--- config.mk ---
export PLATFORM = sky130hd
export DESIGN_NAME = parity_stream
export DESIGN_NICKNAME = d
export VERILOG_FILES = /design/src/rtl/parity_pkg.sv /design/src/rtl/word_parity.sv /design/src/rtl/parity_stream.sv
export SDC_FILE = /design/constraint.sdc
export NUM_CORES = 1
export LEC_CHECK = 0
export BUFFER_PORTS_ARGS = -buffer_cell sky130_fd_sc_hd__buf_2
export CORE_UTILIZATION = 35
export DETAILED_ROUTE_END_ITERATION = 12
export GPL_ROUTABILITY_DRIVEN = 0
export GPL_TIMING_DRIVEN = 0
export SLEW_MARGIN = 30
export SYNTH_ARGS = -nofsm -noshare
export SYNTH_HDL_FRONTEND = slang
export SYNTH_HIERARCHICAL = 1
export SYNTH_SLANG_ARGS = --single-unit
export TNS_END_PERCENT = 1
--- constraint.sdc ---
create_clock -name clk -period 6.17 [get_ports clk]
set_input_delay 1.234 -clock clk [delete_from_list [all_inputs] [get_ports clk]]
set_output_delay 1.234 -clock clk [all_outputs]
set_load 0.05 [all_outputs]
--- src/rtl/parity_pkg.sv ---
// parity_pkg: shared types and helpers for the streaming parity blocks.
//   state_t  - frame FSM states (IDLE, ACCUM, RESULT)
//   PAR_EVEN / PAR_ODD - values of the mode input
//   calc_cw  - width of a word-count field able to hold 0..max_words
package parity_pkg;

    typedef enum logic [1:0] {
        IDLE   = 2'd0,
        ACCUM  = 2'd1,
        RESULT = 2'd2
    } state_t;

    localparam logic PAR_EVEN = 1'b0;
    localparam logic PAR_ODD  = 1'b1;

    function automatic int calc_cw(input int max_words);
        return $clog2(max_words + 1);
    endfunction

endpackage

--- src/rtl/word_parity.sv ---
// word_parity: combinational XOR reduction of one data word.
//   in_data [WIDTH-1:0] - word to reduce
//   wp                  - 1 when in_data holds an odd number of ones
module word_parity #(
    parameter int WIDTH = 8
) (
    input  logic [WIDTH-1:0] in_data,
    output logic             wp
);

    assign wp = ^in_data;

endmodule

--- src/rtl/parity_stream.sv ---
// parity_stream: streaming parity generator/checker over multi-word frames.
// Words arrive on a valid/ready stream; one registered result per frame leaves
// on a valid/ready output.
//   clk, rst            - clock (rising edge), async active-high reset
//   in_valid/in_ready   - input handshake; in_ready low while a result waits
//   in_data, in_last    - word and end-of-frame marker
//   mode, chk_en        - even/odd select and check enable, taken from word 1
//   chk_bit             - received parity, taken from the closing word
//   out_valid/out_ready - result handshake
//   out_parity, out_err, out_count, out_overflow - frame result fields
module parity_stream
    import parity_pkg::*;
#(
    parameter int WIDTH     = 8,
    parameter int MAX_WORDS = 16,
    localparam int CW       = calc_cw(MAX_WORDS)
) (
    input  logic             clk,
    input  logic             rst,
    input  logic             in_valid,
    output logic             in_ready,
    input  logic [WIDTH-1:0] in_data,
    input  logic             in_last,
    input  logic             mode,
    input  logic             chk_en,
    input  logic             chk_bit,
    output logic             out_valid,
    input  logic             out_ready,
    output logic             out_parity,
    output logic             out_err,
    output logic [CW-1:0]    out_count,
    output logic             out_overflow
);

    state_t        state, state_nxt;
    logic          acc, acc_nxt, acc_cur;
    logic [CW-1:0] cnt, cnt_nxt, cnt_cur;
    logic          mode_q, mode_nxt, chk_q, chk_nxt;
    logic          wp, accept, first, close, load_res;
    logic          eff_mode, eff_chk, res_parity;

    word_parity #(.WIDTH(WIDTH)) u_wp (
        .in_data (in_data),
        .wp      (wp)
    );

    // Both handshake outputs decode the registered state only.
    assign in_ready  = (state != RESULT);
    assign out_valid = (state == RESULT);

    always_comb begin
        accept   = in_valid && in_ready;
        // On the first word the accumulator/counter contents are stale, so
        // treat them as zero and take mode/chk_en straight from the inputs.
        first    = (state == IDLE);
        acc_cur  = first ? 1'b0 : acc;
        cnt_cur  = first ? '0 : cnt;
        eff_mode = first ? mode : mode_q;
        eff_chk  = first ? chk_en : chk_q;
        // Word number MAX_WORDS closes the frame even without in_last.
        close      = in_last || (cnt_cur == CW'(MAX_WORDS - 1));
        res_parity = acc_cur ^ wp ^ eff_mode;

        state_nxt = state;
        acc_nxt   = acc;
        cnt_nxt   = cnt;
        mode_nxt  = mode_q;
        chk_nxt   = chk_q;
        load_res  = 1'b0;

        case (state)
            IDLE, ACCUM: begin
                if (accept) begin
                    acc_nxt  = acc_cur ^ wp;
                    cnt_nxt  = cnt_cur + CW'(1);
                    mode_nxt = eff_mode;
                    chk_nxt  = eff_chk;
                    if (close) begin
                        state_nxt = RESULT;
                        load_res  = 1'b1;
                    end else begin
                        state_nxt = ACCUM;
                    end
                end
            end
            RESULT: begin
                if (out_ready) state_nxt = IDLE;
            end
            default: state_nxt = IDLE;
        endcase
    end

    always_ff @(posedge clk or posedge rst) begin
        if (rst) begin
            state  <= IDLE;
            acc    <= 1'b0;
            cnt    <= '0;
            mode_q <= 1'b0;
            chk_q  <= 1'b0;
        end else begin
            state  <= state_nxt;
            acc    <= acc_nxt;
            cnt    <= cnt_nxt;
            mode_q <= mode_nxt;
            chk_q  <= chk_nxt;
        end
    end

    // Result fields load only at frame close, so they hold while the
    // consumer stalls.
    always_ff @(posedge clk or posedge rst) begin
        if (rst) begin
            out_parity   <= 1'b0;
            out_err      <= 1'b0;
            out_count    <= '0;
            out_overflow <= 1'b0;
        end else if (load_res) begin
            out_parity   <= res_parity;
            out_err      <= eff_chk && (chk_bit != res_parity);
            out_count    <= cnt_cur + CW'(1);
            out_overflow <= !in_last;
        end
    end

endmodule

==> metrics.csv, run 1 <==
stage;metric;value;unit
outcome;outcome;completed;
timing;max-slew violations;0;
setup_path;CP Data Arrival Time;1300;ps
grt;GRT overflow;0;
grt;antenna violations before repair;0;
timing;Final Hold Slack;482;ps
setup_path;worst-path cell chain;or2b_1, inv_1, buf_2;
die;I/O pin cnt;26;
die;Starting Density;0.376;
yosys;syn avg cell area;9.80;um^2
clock_network;H-tree Lvls;1;
route;DRT Pass-1 Iters;4;
place;pre-CTS setup slack;3470;ps
power;worst vdd ir;0.207;mV
grt;met1 usage;0.162;
die;die area;2900;um^2
min_path;HP Class;reg2reg;
grt;M3 GR Usage;0.0169;
route;initial drt markers;7;
timing;unrepaired setup endpoints after global routing;false;
layout;multi-input gate area in the final layout;459;um^2
place;Port Buffers;25;
timing;Setup violations, final;0;
yosys;Yosys cell types;23;
timing;clk_skew;1.36;ps
layout;layout cells sized above 1;0.304;
clock_network;total CTS buffers;3;
setup_path;Max FO, Critical Path;6;
clock_network;Root Buffer;clkbuf_4;
setup_path;slowest stage delay, CP;430;ps
timing;Achievable Freq;394;MHz
yosys;Ys Warns;6;
die;row cnt;18;
yosys;syn_nets;114;
timing;fin crit share;0.411;
yosys;FF+latch count, synth;18;
grt;busiest grt layer;met2;
route;WL/cell;11.0;um
timing;final hold vios;0;
clock_network;CTS Sinks;18;
grt;number of global-route vias before repair;735;
route;drc violations;0;
power;LEAKAGE;0.555;nW
setup_path;CP Class;reg2out;
layout;register area;450;um^2
route;vias after detailed routing;739;
die;CORE AREA;2500;um^2
layout;Layout Nets;144;
yosys;Syn Std Cell Area;941;um^2
route;Post-DRT Antenna Nets;0;
route;final wirelength;1700;um
die;die width;53.9;um
timing;worst-margin pin slew;686;ps
grt;global routing met2 resource utilization;0.253;
clock_network;CTS Hold Bufs;0;
grt;Global Route Usage Sum;0.144;
timing;post-route setup slack;3630;ps
layout;Final Instance Area;1140;um^2
clock_network;Clock Latency Late Sink;300;ps
die;chip height;53.9;um
clock_network;Clock transition at path regs;100;ps
timing;time the worst path needs with I/O delays and setup;2540;ps
timing;headroom to the max-slew limit;0.542;
layout;antenna cells;0;
place;DP Area;1100;um^2
setup_path;Critical Path Sink Type;output port;
setup_path;Req. time, crit path;4940;ps
grt;largest net degree at the start of global routing;19;
clock_network;TritonCTS clock tree;built;
yosys;Mapped Cells;96;
clock_network;Longest Clk Path Bufs;2;
setup_path;Startpoint Class;register;
clock_network;Post-CTS Repair Setup Buffers;0;
setup_path;slowest CP cell;dfrtp_1;
place;detailed placement HPWL;1360;um
layout;fill count;262;
grt;first-pass GRT wire length;2910;um
clock_network;Gates resized, CTS repair;0;
flow_run;Max-cap violations;0;
route;vias per cell;4.77;
yosys;Seq/Total Area, Yosys;0.479;
layout;synthesis-to-finish area growth;21.1;%
timing;setup tns final;0;ps
power;PD cells;366;nW/um^2
power;total power;0.417;mW
[stage by stage]
step | util | cells
4_1_cts | 0.456 | 155
3_5_place_dp | 0.441 | 151
5_1_grt | 0.456 | 155
2_1_floorplan | - | 96
3_3_place_gp | 0.441 | 151
6_report | 0.456 | 155
[cell usage after synthesis]
| cell | number | area (um^2) |
|---|---|---|
| inv_1 | 3 | 11.3 |
| or2_4 | 1 | 8.76 |
| o31ai_1 | 1 | 7.51 |
| mux2i_1 | 2 | 20.0 |
| nor2_1 | 4 | 15.0 |
| buf_2 | 4 | 20.0 |
| dfrtp_1 | 18 | 450 |
| ha_1 | 2 | 25.0 |
| mux2i_4 | 1 | 22.5 |
| mux2_2 | 1 | 11.3 |
| o21ai_0 | 13 | 65.1 |
| and2b_1 | 1 | 7.51 |
| and2_1 | 2 | 12.5 |
| nand2_1 | 14 | 52.6 |
| o31ai_2 | 1 | 12.5 |
| a21oi_1 | 7 | 35.0 |
| xnor2_1 | 9 | 78.8 |
| nand3_1 | 4 | 20.0 |
| xor2_1 | 4 | 35.0 |
| or4_1 | 1 | 7.51 |
| o21ai_2 | 1 | 8.76 |
| nand2b_1 | 1 | 6.26 |
| or2b_1 | 1 | 7.51 |
[layout make-up]
type / count / area share
plain buffers: 4 / 0.0176
clock buffers: 4 / 0.0318
inverters: 3 / 0.00988
multi-input cells: 71 / 0.403
flip-flops and latches: 18 / 0.395
well taps: 30 / 0.0329
repair buffers: 25 / 0.110
[cells in the final DEF (no fill, tap or decap), types with 3 or more instances in the layout]
master     n
clkbuf_4   3
dfrtp_1   18
buf_2     29
a21oi_1    7
inv_1      3
nand2_1   14
xor2_1     4
nand3_1    4
nor2_1     4
o21ai_0   13
xnor2_1    9
[worst max-delay path, delay by kind of cell, from the launching register on]
| family | cells | cell delay [ps] |
|---|---|---|
| flip-flops | 1 | 430 |
| buffers and inverters | 2 | 310 |
| AND/OR/NAND/NOR | 1 | 270 |
[power breakdown]
part	internal, mW	switching, mW	total (mW)	leakage, nW
clock network	0.0360	0.0385	0.0745	0.0210
logic	0.0616	0.114	0.176	0.301
registers	0.148	0.0189	0.167	0.234
[path summary, 6_finish.rpt]
kind | slack, ps | depth (start not counted) | end | start
worst max-delay path | 3630 | 3 | out_valid | state[1]
worst min-delay path | 480 | 2 | out_count[0] | out_count[0]
worst max register to register | 3720 | 11 | out_err | state[1]
worst min register to register | 480 | 2 | out_count[0] | out_count[0]
max in group asynchronous | 4720 | 2 | acc | rst
min in group asynchronous | 1020 | 2 | out_parity | rst
[sequential cells by signal (all words and copies together), names as in the netlist]
name and flops:
out_parity 1, out_overflow 1, cnt 5, state 2, out_err 1, mode_q 1, chk_q 1, out_count 5
acc 1
[kinds of logic after synthesis]
logic type	after synthesis	share of synthesized area
mux	4	0.0572
compound gates	23	0.137
flops	18	0.479
xor+xnor	13	0.121
fa+ha+maj	2	0.0266
buf+inv	7	0.0332
simple gates	29	0.146
[per-layer routing]
metal	vias up	part of all wire
met4	0	0.026
met2	23	0.46
met3	4	0.044
met5	-	0
li1	381	-
met1	331	0.47
No activity file was read; power rests on OpenSTA's default activity.
==> run 2, diff against run 1 <==
ABC_AREA = 1   (was unset)
clock period = 2.5 ns   (was 6.17 ns; I/O delays follow)
==> run 2 against run 1 <==
  * Cell area grew 9.0%
  * Combinational power rose by 100%
  * Via count up 31%
  * Area after synthesis increased by 11%
  * First-iteration DRC count rose to 4.7 times the previous value
  * Global-route usage rose by 0.13 points
  * Flip-flop and latch count did not move
  * Cell count grew 35%
  * Die area is 10% higher
  * Clock skew down 0.56 ps
  * Sequential share of layout area decreased by 3.3 points
  * Largest cell class unchanged
  * Largest power group is now sequential cells
==> metrics.csv, run 2 <==
stage;metric;value;unit;change
yosys;Post-synth ARST share;1.00;;unchanged
yosys;syn avg cell area;6.99;um^2;-29%
layout;layout cells sized above 1;0.236;;-0.0680
die;row cnt;19;;+1
clock_network;Clock Latency Late Sink;290;ps;about the same
timing;clk_skew;0.798;ps;-0.561 ps
place;Port Buffers;25;;unchanged
route;final wirelength;2050;um;+21%
timing;max-slew violations;0;;unchanged
yosys;Synth Flop Type;dfrtp_1;;
layout;Final Instance Area;1240;um^2;+9.0%
timing;setup tns final;0;ps;unchanged
timing;Setup violations, final;0;;unchanged
clock_network;Gates resized, CTS repair;0;;unchanged
grt;antenna violations before repair;0;;unchanged
timing;final hold vios;0;;unchanged
power;LEAKAGE;0.706;nW;+27%
flow_run;Max-cap violations;0;;unchanged
clock_network;total CTS buffers;3;;unchanged
yosys;Yosys cell types;17;;-26%
place;DP Area;1210;um^2;+9.3%
clock_network;H-tree Lvls;1;;unchanged
clock_network;Root Buffer;clkbuf_4;;
layout;most frequent cells in the layout;nand2_1, buf_2, inv_1, dfrtp_1, o21ai_0;;
yosys;Mapped Cells;149;;+55%
yosys;Seq/Total Area, Yosys;0.432;;-0.0466
clock_network;Post-CTS Repair Setup Buffers;0;;unchanged
yosys;Post-synth EDFFs;0;;unchanged
yosys;synth cell count leaders;nand2_1, inv_1, dfrtp_1;;
setup_path;Critical Path Sink Type;register;;
yosys;FF+latch count, synth;18;;unchanged
clock_network;CTS Sinks;18;;unchanged
setup_path;slowest CP cell;dfrtp_1;;
die;die area;3200;um^2;+10%
route;DRT Pass-1 Iters;4;;unchanged
setup_path;Worst R2R End;out_count[1];;
setup_path;CP Data Arrival Time;2340;ps;+1040 ps
power;PD cells;745;nW/um^2;+100%
grt;Global Route Usage Sum;0.146;;+0.00131
route;vias after detailed routing;965;;+31%
setup_path;CP Class;reg2reg;;
route;drc violations;0;;unchanged
setup_path;most common cell type on the critical path;nor2_1;;
clock_network;CTS Hold Bufs;0;;unchanged
die;CORE AREA;2780;um^2;+11%
clock_network;Longest Clk Path Bufs;2;;unchanged
power;total power;0.926;mW;+120%
timing;fin crit share;0.858;;
timing;worst-margin pin slew;681;ps;-4.84 ps
die;I/O pin cnt;26;;unchanged
yosys;largest cells by area after synthesis;dfrtp_1, nand2_1, inv_1;;
setup_path;slowest stage delay, CP;460;ps;+30 ps
route;initial drt markers;33;;+26
setup_path;Max FO, Critical Path;7;;+1
setup_path;WP buf/inv;1;;-1
grt;largest net degree at the start of global routing;19;;unchanged
yosys;top-count cell post-synth;nand2_1;;
route;Post-DRT Antenna Nets;0;;unchanged
grt;number of global-route vias before repair;855;;+16%
setup_path;Req. time, crit path;2690;ps;-2250 ps
power;worst vdd ir;0.505;mV;+140%
yosys;Ys Warns;6;;unchanged
grt;GRT overflow;0;;unchanged
clock_network;Clock transition at path regs;100;ps;about the same
yosys;syn_nets;167;;+46%
layout;antenna cells;0;;unchanged
layout;fill count;311;;+19%
outcome;outcome;completed;;
setup_path;Startpoint Class;register;;
layout;commonest non-fill, non-tap cell in the layout;nand2_1;;
yosys;Yosys top cell area share;0.432;;-0.0466
timing;time the worst path needs with I/O delays and setup;2150;ps;
setup_path;crit-path leading delay family;simple AND/OR/NAND/NOR gates;;
setup_path;R2R depth;10;;-1
die;chip height;56.6;um;+5.1%
setup_path;reg2reg setup slack;350;ps;-3370 ps
timing;unrepaired setup endpoints after global routing;false;;
layout;Largest regs;cnt: 5 flops, out_count: 5 flops, state: 2 flops;;
die;Starting Density;0.375;;-0.00166
setup_path;worst-path cell chain;nor2_4, nor2_1, ha_1, nand2_1, nor2_1, ha_1, nor2_1, inv_1, nand2_1, mux2_2;;
setup_path;RR Startpoint;state[0];;
grt;first-pass GRT wire length;3660;um;+26%
timing;headroom to the max-slew limit;0.545;;+0.00323
layout;synthesis-to-finish area growth;19.2;%;
clock_network;TritonCTS clock tree;built;;
place;detailed placement HPWL;1640;um;+21%
layout;Layout Nets;197;;+37%
min_path;HP Class;in2async;;
yosys;Synth area leader;dfrtp_1;;
route;WL/cell;9.81;um;-10%
route;vias per cell;4.62;;-3.2%
die;die width;56.6;um;+5.1%
yosys;Syn Std Cell Area;1040;um^2;+11%
timing;Achievable Freq;466;MHz;
[run 2: worst max path at each step]
stage,from,to,slack [ps],depth (start not counted)
final,state[0],out_count[1],350,10
after global routing,state[0],out_count[3],130,12
after CTS,state[0],out_count[1],340,10
after detailed placement,state[0],out_count[1],360,10
after global placement,state[0],out_count[1],370,10
after floorplan,state[1],in_ready,370,3
[run 2: final cells by class]
type / instances / area, um^2 / share of cell area
flip-flops and latches: 18 / 450 / 0.363
plain buffers: 2 / 12.5 / 0.0101
clock buffers: 4 / 36.3 / 0.0292
multi-input cells: 107 / 497 / 0.400
repair buffers: 25 / 125 / 0.101
well taps: 31 / 38.8 / 0.0312
inverters: 22 / 82.6 / 0.0665
[run 2: per-layer routing]
layer	GRT usage	routed length [um]
met3	0.0138	63
met5	0	0
met1	0.198	1020
met4	0.0732	46
met2	0.230	925
[run 2: logic make-up (layout without fill, tap and decap cells)]
kind of cell	Yosys count	in the layout	share of synthesized area
simple gates	83	83	0.337
buf+inv	24	53	0.0912
compound gates	20	20	0.0960
flops	18	18	0.432
fa+ha+maj	2	2	0.0240
xor+xnor	1	1	0.00840
mux	1	1	0.0108
[run 2: report_power, final]
group / switching (mW) / leakage [nW] / total, mW / internal (mW)
clock network: 0.0907 / 0.0210 / 0.180 / 0.0888
logic: 0.257 / 0.452 / 0.359 / 0.102
registers: 0.0362 / 0.233 / 0.387 / 0.351
[run 2: metrics by stage]
stage | setup WS (ps) | hold WS (ps) | std cells | util
global placement | 374 | 462 | 205 | 0.434
global route | 127 | 348 | 209 | 0.447
finish | 354 | 289 | 209 | 0.447
CTS | 338 | 313 | 209 | 0.447
detailed placement | 364 | 468 | 205 | 0.434
floorplan | 368 | 439 | 149 | -
